$ cat src/rtl/ternary_serial_adder_if.sv
// Bus bundle for ternary_serial_adder: request side (start plus operands) and
// result side (status plus sum/carry-out). Trits are 2-bit codes:
// 2'b10 = -1, 2'b00 = 0, 2'b01 = +1, 2'b11 = invalid.
//   start : begin an addition (sampled in IDLE/DONE only)
//   a, b  : operands, trit i at [2i+1:2i], trit 0 least significant
//   cin   : carry-in trit
//   busy  : trits being processed
//   done  : result valid (one cycle)
//   sum   : result trits, same layout as a
//   cout  : carry-out trit
//   err   : an invalid code was seen in the latched operands
interface ternary_serial_adder_if #(
  parameter int unsigned WIDTH = 9
);
  logic                 start;
  logic [2*WIDTH-1:0]   a;
  logic [2*WIDTH-1:0]   b;
  logic [1:0]           cin;
  logic                 busy;
  logic                 done;
  logic [2*WIDTH-1:0]   sum;
  logic [1:0]           cout;
  logic                 err;

  modport master (
    output start, a, b, cin,
    input  busy, done, sum, cout, err
  );

  modport slave (
    input  start, a, b, cin,
    output busy, done, sum, cout, err
  );
endinterface

$ cat src/rtl/ternary_serial_adder.sv
// Bit-serial balanced-ternary adder: one full-adder stage with a registered
// carry, one trit per cycle, least significant trit first.
//   clk : rising-edge clock
//   rst : synchronous active-high reset
//   bus : ternary_serial_adder_if slave (start/a/b/cin in, busy/done/sum/cout/err out)
module ternary_serial_adder #(
  parameter int unsigned WIDTH = 9
) (
  input  logic                 clk,
  input  logic                 rst,
  ternary_serial_adder_if.slave bus
);

  localparam int unsigned VEC_W = 2 * WIDTH;
  localparam int unsigned IDX_W = $clog2(WIDTH);
  localparam logic [IDX_W-1:0] LAST_IDX = IDX_W'(WIDTH - 1);

  typedef enum logic [1:0] {
    ST_IDLE = 2'd0,
    ST_RUN  = 2'd1,
    ST_DONE = 2'd2
  } state_t;

  state_t              r_state;
  logic [VEC_W-1:0]    r_a;
  logic [VEC_W-1:0]    r_b;
  logic [VEC_W-1:0]    r_sum;
  logic [1:0]          r_carry;
  logic [1:0]          r_cout;
  logic                r_cin_bad;
  logic [IDX_W-1:0]    r_idx;
  logic                r_busy;
  logic                r_done;
  logic                r_err;

  logic [IDX_W:0]      w_pos;
  logic [1:0]          w_ta;
  logic [1:0]          w_tb;
  logic signed [2:0]   w_s;
  logic signed [2:0]   w_digit;
  logic signed [2:0]   w_carry_nxt;
  logic                w_bad;

  // Code to value; the invalid code reads as 0.
  function automatic logic signed [2:0] trit_val(input logic [1:0] t);
    if (t == 2'b01) return 3'sd1;
    if (t == 2'b10) return -3'sd1;
    return 3'sd0;
  endfunction

  // Value (-1..+1) to code; only valid codes are produced.
  function automatic logic [1:0] trit_enc(input logic signed [2:0] v);
    if (v == 3'sd1)  return 2'b01;
    if (v == -3'sd1) return 2'b10;
    return 2'b00;
  endfunction

  // Bit offset of the current trit.
  assign w_pos = {r_idx, 1'b0};
  assign w_ta  = r_a[w_pos +: 2];
  assign w_tb  = r_b[w_pos +: 2];

  // Balanced-ternary full adder: column sum -3..+3 folded into digit and carry.
  always_comb begin
    w_s         = trit_val(w_ta) + trit_val(w_tb) + trit_val(r_carry);
    w_digit     = w_s;
    w_carry_nxt = 3'sd0;
    if (w_s > 3'sd1) begin
      w_digit     = w_s - 3'sd3;
      w_carry_nxt = 3'sd1;
    end else if (w_s < -3'sd1) begin
      w_digit     = w_s + 3'sd3;
      w_carry_nxt = -3'sd1;
    end
  end

  // An invalid cin was already zeroed at start; it is flagged with the first trit.
  assign w_bad = (w_ta == 2'b11) | (w_tb == 2'b11) | ((r_idx == '0) & r_cin_bad);

  // Control FSM and datapath registers.
  always_ff @(posedge clk) begin
    if (rst) begin
      r_state   <= ST_IDLE;
      r_a       <= '0;
      r_b       <= '0;
      r_sum     <= '0;
      r_carry   <= 2'b00;
      r_cout    <= 2'b00;
      r_cin_bad <= 1'b0;
      r_idx     <= '0;
      r_busy    <= 1'b0;
      r_done    <= 1'b0;
      r_err     <= 1'b0;
    end else begin
      case (r_state)
        ST_IDLE, ST_DONE: begin
          if (bus.start) begin
            r_state   <= ST_RUN;
            r_a       <= bus.a;
            r_b       <= bus.b;
            r_carry   <= (bus.cin == 2'b11) ? 2'b00 : bus.cin;
            r_cin_bad <= (bus.cin == 2'b11);
            r_idx     <= '0;
            r_sum     <= '0;
            r_cout    <= 2'b00;
            r_err     <= 1'b0;
            r_busy    <= 1'b1;
            r_done    <= 1'b0;
          end else begin
            r_state <= ST_IDLE;
            r_done  <= 1'b0;
          end
        end

        ST_RUN: begin
          r_sum[w_pos +: 2] <= trit_enc(w_digit);
          r_carry           <= trit_enc(w_carry_nxt);
          r_err             <= r_err | w_bad;
          r_idx             <= r_idx + IDX_W'(1);
          if (r_idx == LAST_IDX) begin
            r_state <= ST_DONE;
            r_cout  <= trit_enc(w_carry_nxt);
            r_busy  <= 1'b0;
            r_done  <= 1'b1;
          end
        end

        default: begin
          r_state <= ST_IDLE;
          r_busy  <= 1'b0;
          r_done  <= 1'b0;
        end
      endcase
    end
  end

  assign bus.busy = r_busy;
  assign bus.done = r_done;
  assign bus.sum  = r_sum;
  assign bus.cout = r_cout;
  assign bus.err  = r_err;

endmodule
$ cat src/flat_wrapper.sv
// flat-port wrapper written by rule: the top's interface ports become plain ports
module ternary_serial_adder_flat 
#(
  parameter int unsigned WIDTH = 9
)
  (clk, rst, bus_start, bus_a, bus_b, bus_cin, bus_busy, bus_done, bus_sum, bus_cout, bus_err);
  ternary_serial_adder_if #(.WIDTH(WIDTH)) bus_i ();
  input  logic clk;
  input  logic rst;
  input wire logic [$bits(bus_i.start)-1:0] bus_start;
  input wire logic [$bits(bus_i.a)-1:0] bus_a;
  input wire logic [$bits(bus_i.b)-1:0] bus_b;
  input wire logic [$bits(bus_i.cin)-1:0] bus_cin;
  output wire logic [$bits(bus_i.busy)-1:0] bus_busy;
  output wire logic [$bits(bus_i.done)-1:0] bus_done;
  output wire logic [$bits(bus_i.sum)-1:0] bus_sum;
  output wire logic [$bits(bus_i.cout)-1:0] bus_cout;
  output wire logic [$bits(bus_i.err)-1:0] bus_err;
  assign bus_i.start = bus_start;
  assign bus_i.a = bus_a;
  assign bus_i.b = bus_b;
  assign bus_i.cin = bus_cin;
  assign bus_busy = bus_i.busy;
  assign bus_done = bus_i.done;
  assign bus_sum = bus_i.sum;
  assign bus_cout = bus_i.cout;
  assign bus_err = bus_i.err;
  ternary_serial_adder #(.WIDTH(WIDTH)) u_core (.clk(clk), .rst(rst), .bus(bus_i));
endmodule
$ cat config.mk
export PLATFORM = sky130hd
export DESIGN_NAME = ternary_serial_adder_flat
export DESIGN_NICKNAME = d
export VERILOG_FILES = /design/src/rtl/ternary_serial_adder_if.sv /design/src/rtl/ternary_serial_adder.sv /design/src/flat_wrapper.sv
export SDC_FILE = /design/constraint.sdc
export NUM_CORES = 1
export LEC_CHECK = 0
export BUFFER_PORTS_ARGS = -buffer_cell sky130_fd_sc_hd__buf_2
export CORE_MARGIN = 2
export CORE_UTILIZATION = 28
export DETAILED_ROUTE_END_ITERATION = 16
export PLACE_DENSITY = 0.58
export SKIP_CTS_REPAIR_TIMING = 1
export SLEW_MARGIN = 20
export SYNTH_ARGS = -nofsm -noshare
export SYNTH_HDL_FRONTEND = slang
export SYNTH_SLANG_ARGS = --single-unit
export TNS_END_PERCENT = 30
$ cat constraint.sdc
create_clock -name clk -period 4.1 [get_ports clk]
set_clock_uncertainty 0.2 [all_clocks]
set_input_delay 0.82 -clock clk [delete_from_list [all_inputs] [get_ports clk]]
set_output_delay 0.82 -clock clk [all_outputs]
set_load 0.05 [all_outputs]
==> run metrics <==
worst r2r dst u_core.bus.sum[10]; Critical Path End Type flip-flop; reg2reg setup slack 0.21 ns; worst-path fanout max 5; Seq pwr share 0.333; achievable frequency 257 MHz; Ant. Diodes 0; Starting Density 0.288; share of cells above drive strength 1 0.269; Overall Power 2.13 mW; core area 12100 sq um; GRT Residual Overflow 0; data required time of the worst path 4.18 ns; clock share of power 0.417; drt via density 4.75; Post-Synth Adder-Cell Area 0.0583; Die X 115 microns; Filler Cells Inserted 1259; period utilization 0.948; status complete, no violations; FF-to-FF Start u_core.r_idx[0]; Ys Warns 0; vias post-DR 2956; Syn Std Cell Area 3480 sq um; CTS tree built; final cell count without fillers 622; commonest non-fill, non-tap cells in the layout 82 x nand2_1, 67 x dfxtp_1, 63 x buf_2; WL final 8.70 mm; Comb pwr share 0.250; GRT Util Overall 0.135; Post-synth EDFFs 0; Syn Area/Cell 8.97 sq um; clk buf depth 2; post-route minimum period 3.89 ns; clk sinks 68; area grow syn2layout 25.1%; WS Path Type flip-flop to flip-flop; H-Tree Level Count 3; Simple-Gate Fraction of Synth Area 0.217; Die ar. 13300 sq um; root buffer cell clkbuf_16; leakage 1.82 nW; dpl cells 604; row count 40; vias in the first global route 2828; most used flip-flop cell after synthesis dfxtp_1; Power Dens Cells 489 nW/um^2; post-synthesis net count 444; Synth Area in XOR/XNOR 0.00719; sw frac 0.296; Slew Viols, Final 0; most common cell after layout, fill and taps aside nand2_1; FF/Latch Area 1370 sq um; Synth Register Bits 68; WL per Instance 14.0 microns; FFs w/ async S/R, synth 0; DR pass1 iterations 4; DRC 0; Starting DRT DRC Count 154; crit path DAT 3.97 ns; Routed Antenna Nets 0; first-pass GRT wire length 14.0 mm; RePlAce Congestion 0.808; Final HPWL DP 6.15 mm; Unique masters post-synth 66; register area share after synthesis 0.391; Register-to-Register Path Depth 15; Top-Level Pins 64; Worst-path clk slew 0.06 ns; maxcap violations 0; Hold Path Class flip-flop to flip-flop; Setup TNS 0 ns; Max IR drop VDD 287 uV; PortBufs 63; post-synthesis compound-gate area fraction 0.198; clk_lat worst skew 0.34 ns; Worst-Margin Slew 0.885 ns; initial antenna violation count 0; Psw 0.630 mW; nets@finish 505; WHS Path Cells 2; Slew HR 0.410; Setup-failing EPs final 0; largest family of logic cells by synthesized area simple AND/OR/NAND/NOR gates; multi-input logic area 1950 sq um; Hold WS 0.254 ns; pin count of the biggest net entering global routing 31; Inserted Clock Buffers 9; die height 115 microns; Hold EP u_core.r_a[13]; min-delay src u_core.r_a[13]; cell count after synthesis 388; crit path launch type flip-flop; Final Hold Vio Count 0; Int Pwr 1.50 mW; mux share of post-synthesis cell area 0.0568
-- how the worst max path moves through the flow --
stage | depth (start not counted) | to | slack (ns) | start
after floorplan | 15 | u_core.bus.sum[10] | 0.05 | u_core.r_idx[0]
after global placement | 15 | u_core.bus.sum[10] | 0.06 | u_core.r_idx[0]
after detailed placement | 15 | u_core.bus.sum[14] | -0.15 | u_core.r_idx[0]
after CTS | 15 | u_core.bus.sum[14] | -0.17 | u_core.r_idx[0]
after global routing | 15 | u_core.bus.sum[14] | -0.004 | u_core.r_idx[0]
final | 15 | u_core.bus.sum[10] | 0.21 | u_core.r_idx[0]
-- registers in the layout, summed over array words and instances, names as in the netlist --
| name | cells |
|---|---|
| u_core.bus.sum | 18 |
| u_core.r_a | 18 |
| u_core.r_b | 18 |
| u_core.r_idx | 4 |
| u_core.bus.cout | 2 |
| u_core.r_carry | 2 |
| u_core.r_state | 2 |
| u_core.bus.busy | 1 |
| u_core.bus.done | 1 |
| u_core.bus.err | 1 |
| u_core.r_cin_bad | 1 |
-- final cells by class --
cell class / instances / area share
clock inverters: 6 / 0.0259
flip-flops and latches: 68 / 0.314
well taps: 168 / 0.0483
clock buffers: 10 / 0.0526
repair buffers: 77 / 0.0974
inverters: 17 / 0.0147
multi-input cells: 276 / 0.448
-- Yosys cell counts (6+ instances only) --
| cell | n | area [sq um] |
|---|---|---|
| nand2_1 | 82 | 308 |
| dfxtp_1 | 68 | 1360 |
| a21oi_1 | 44 | 220 |
| inv_1 | 15 | 56.3 |
| a32o_1 | 14 | 140 |
| nor2_1 | 14 | 52.6 |
| ha_1 | 13 | 163 |
| clkbuf_1 | 11 | 41.3 |
| buf_6 | 8 | 90.1 |
| mux2i_1 | 7 | 70.1 |
| nand3_1 | 7 | 35.0 |
| buf_2 | 6 | 30.0 |
| nor3_1 | 6 | 30.0 |
-- stage by stage --
stage	util	instance area, sq um	worst slack (ns)
floorplan	-	3480	0.0451
global placement	0.325	3920	0.0646
detailed placement	0.325	3920	-0.145
CTS	0.354	4270	-0.172
global route	0.361	4350	-0.00400
finish	0.361	4350	0.212
-- power groups by stage --
stage | registers, mW | clock network (mW) | logic [mW]
3_5_place_dp | 0.723 | 0 | 0.431
4_1_cts | 0.708 | 0.909 | 0.435
3_3_place_gp | 0.722 | 0 | 0.417
6_report | 0.708 | 0.887 | 0.533
2_1_floorplan | 0.728 | 0 | 0.299
5_1_grt | 0.711 | 0.940 | 0.581
-- critical path: stages (launching register included) --
cell and delay, ns:
dfxtp_4 0.37, mux4_2 0.48, nor2b_1 0.14, a31oi_1 0.20, o22a_1 0.16, ha_1 0.14
inv_1 0.05, fa_1 0.51, inv_1 0.06, ha_1 0.31, inv_2 0.13, ha_4 0.22
nor4b_4 0.23, a32oi_2 0.15, o21ai_4 0.28, a32o_1 0.20
-- routing by layer --
metal	track usage	wire length (microns)	vias to the layer above	share of wire
met5	0	0	-	0
met4	0.0337	82	0	0.0094
met3	0.0549	510	8	0.059
met2	0.217	4090	68	0.47
met1	0.170	4020	1379	0.46
li1	-	-	1501	-
-- cells by family after synthesis --
family | Yosys count
flops | 68
mux | 14
simple gates | 149
fa+ha+maj | 15
buf+inv | 45
compound gates | 96
xor+xnor | 1
Power figures use the tool's default switching activity.
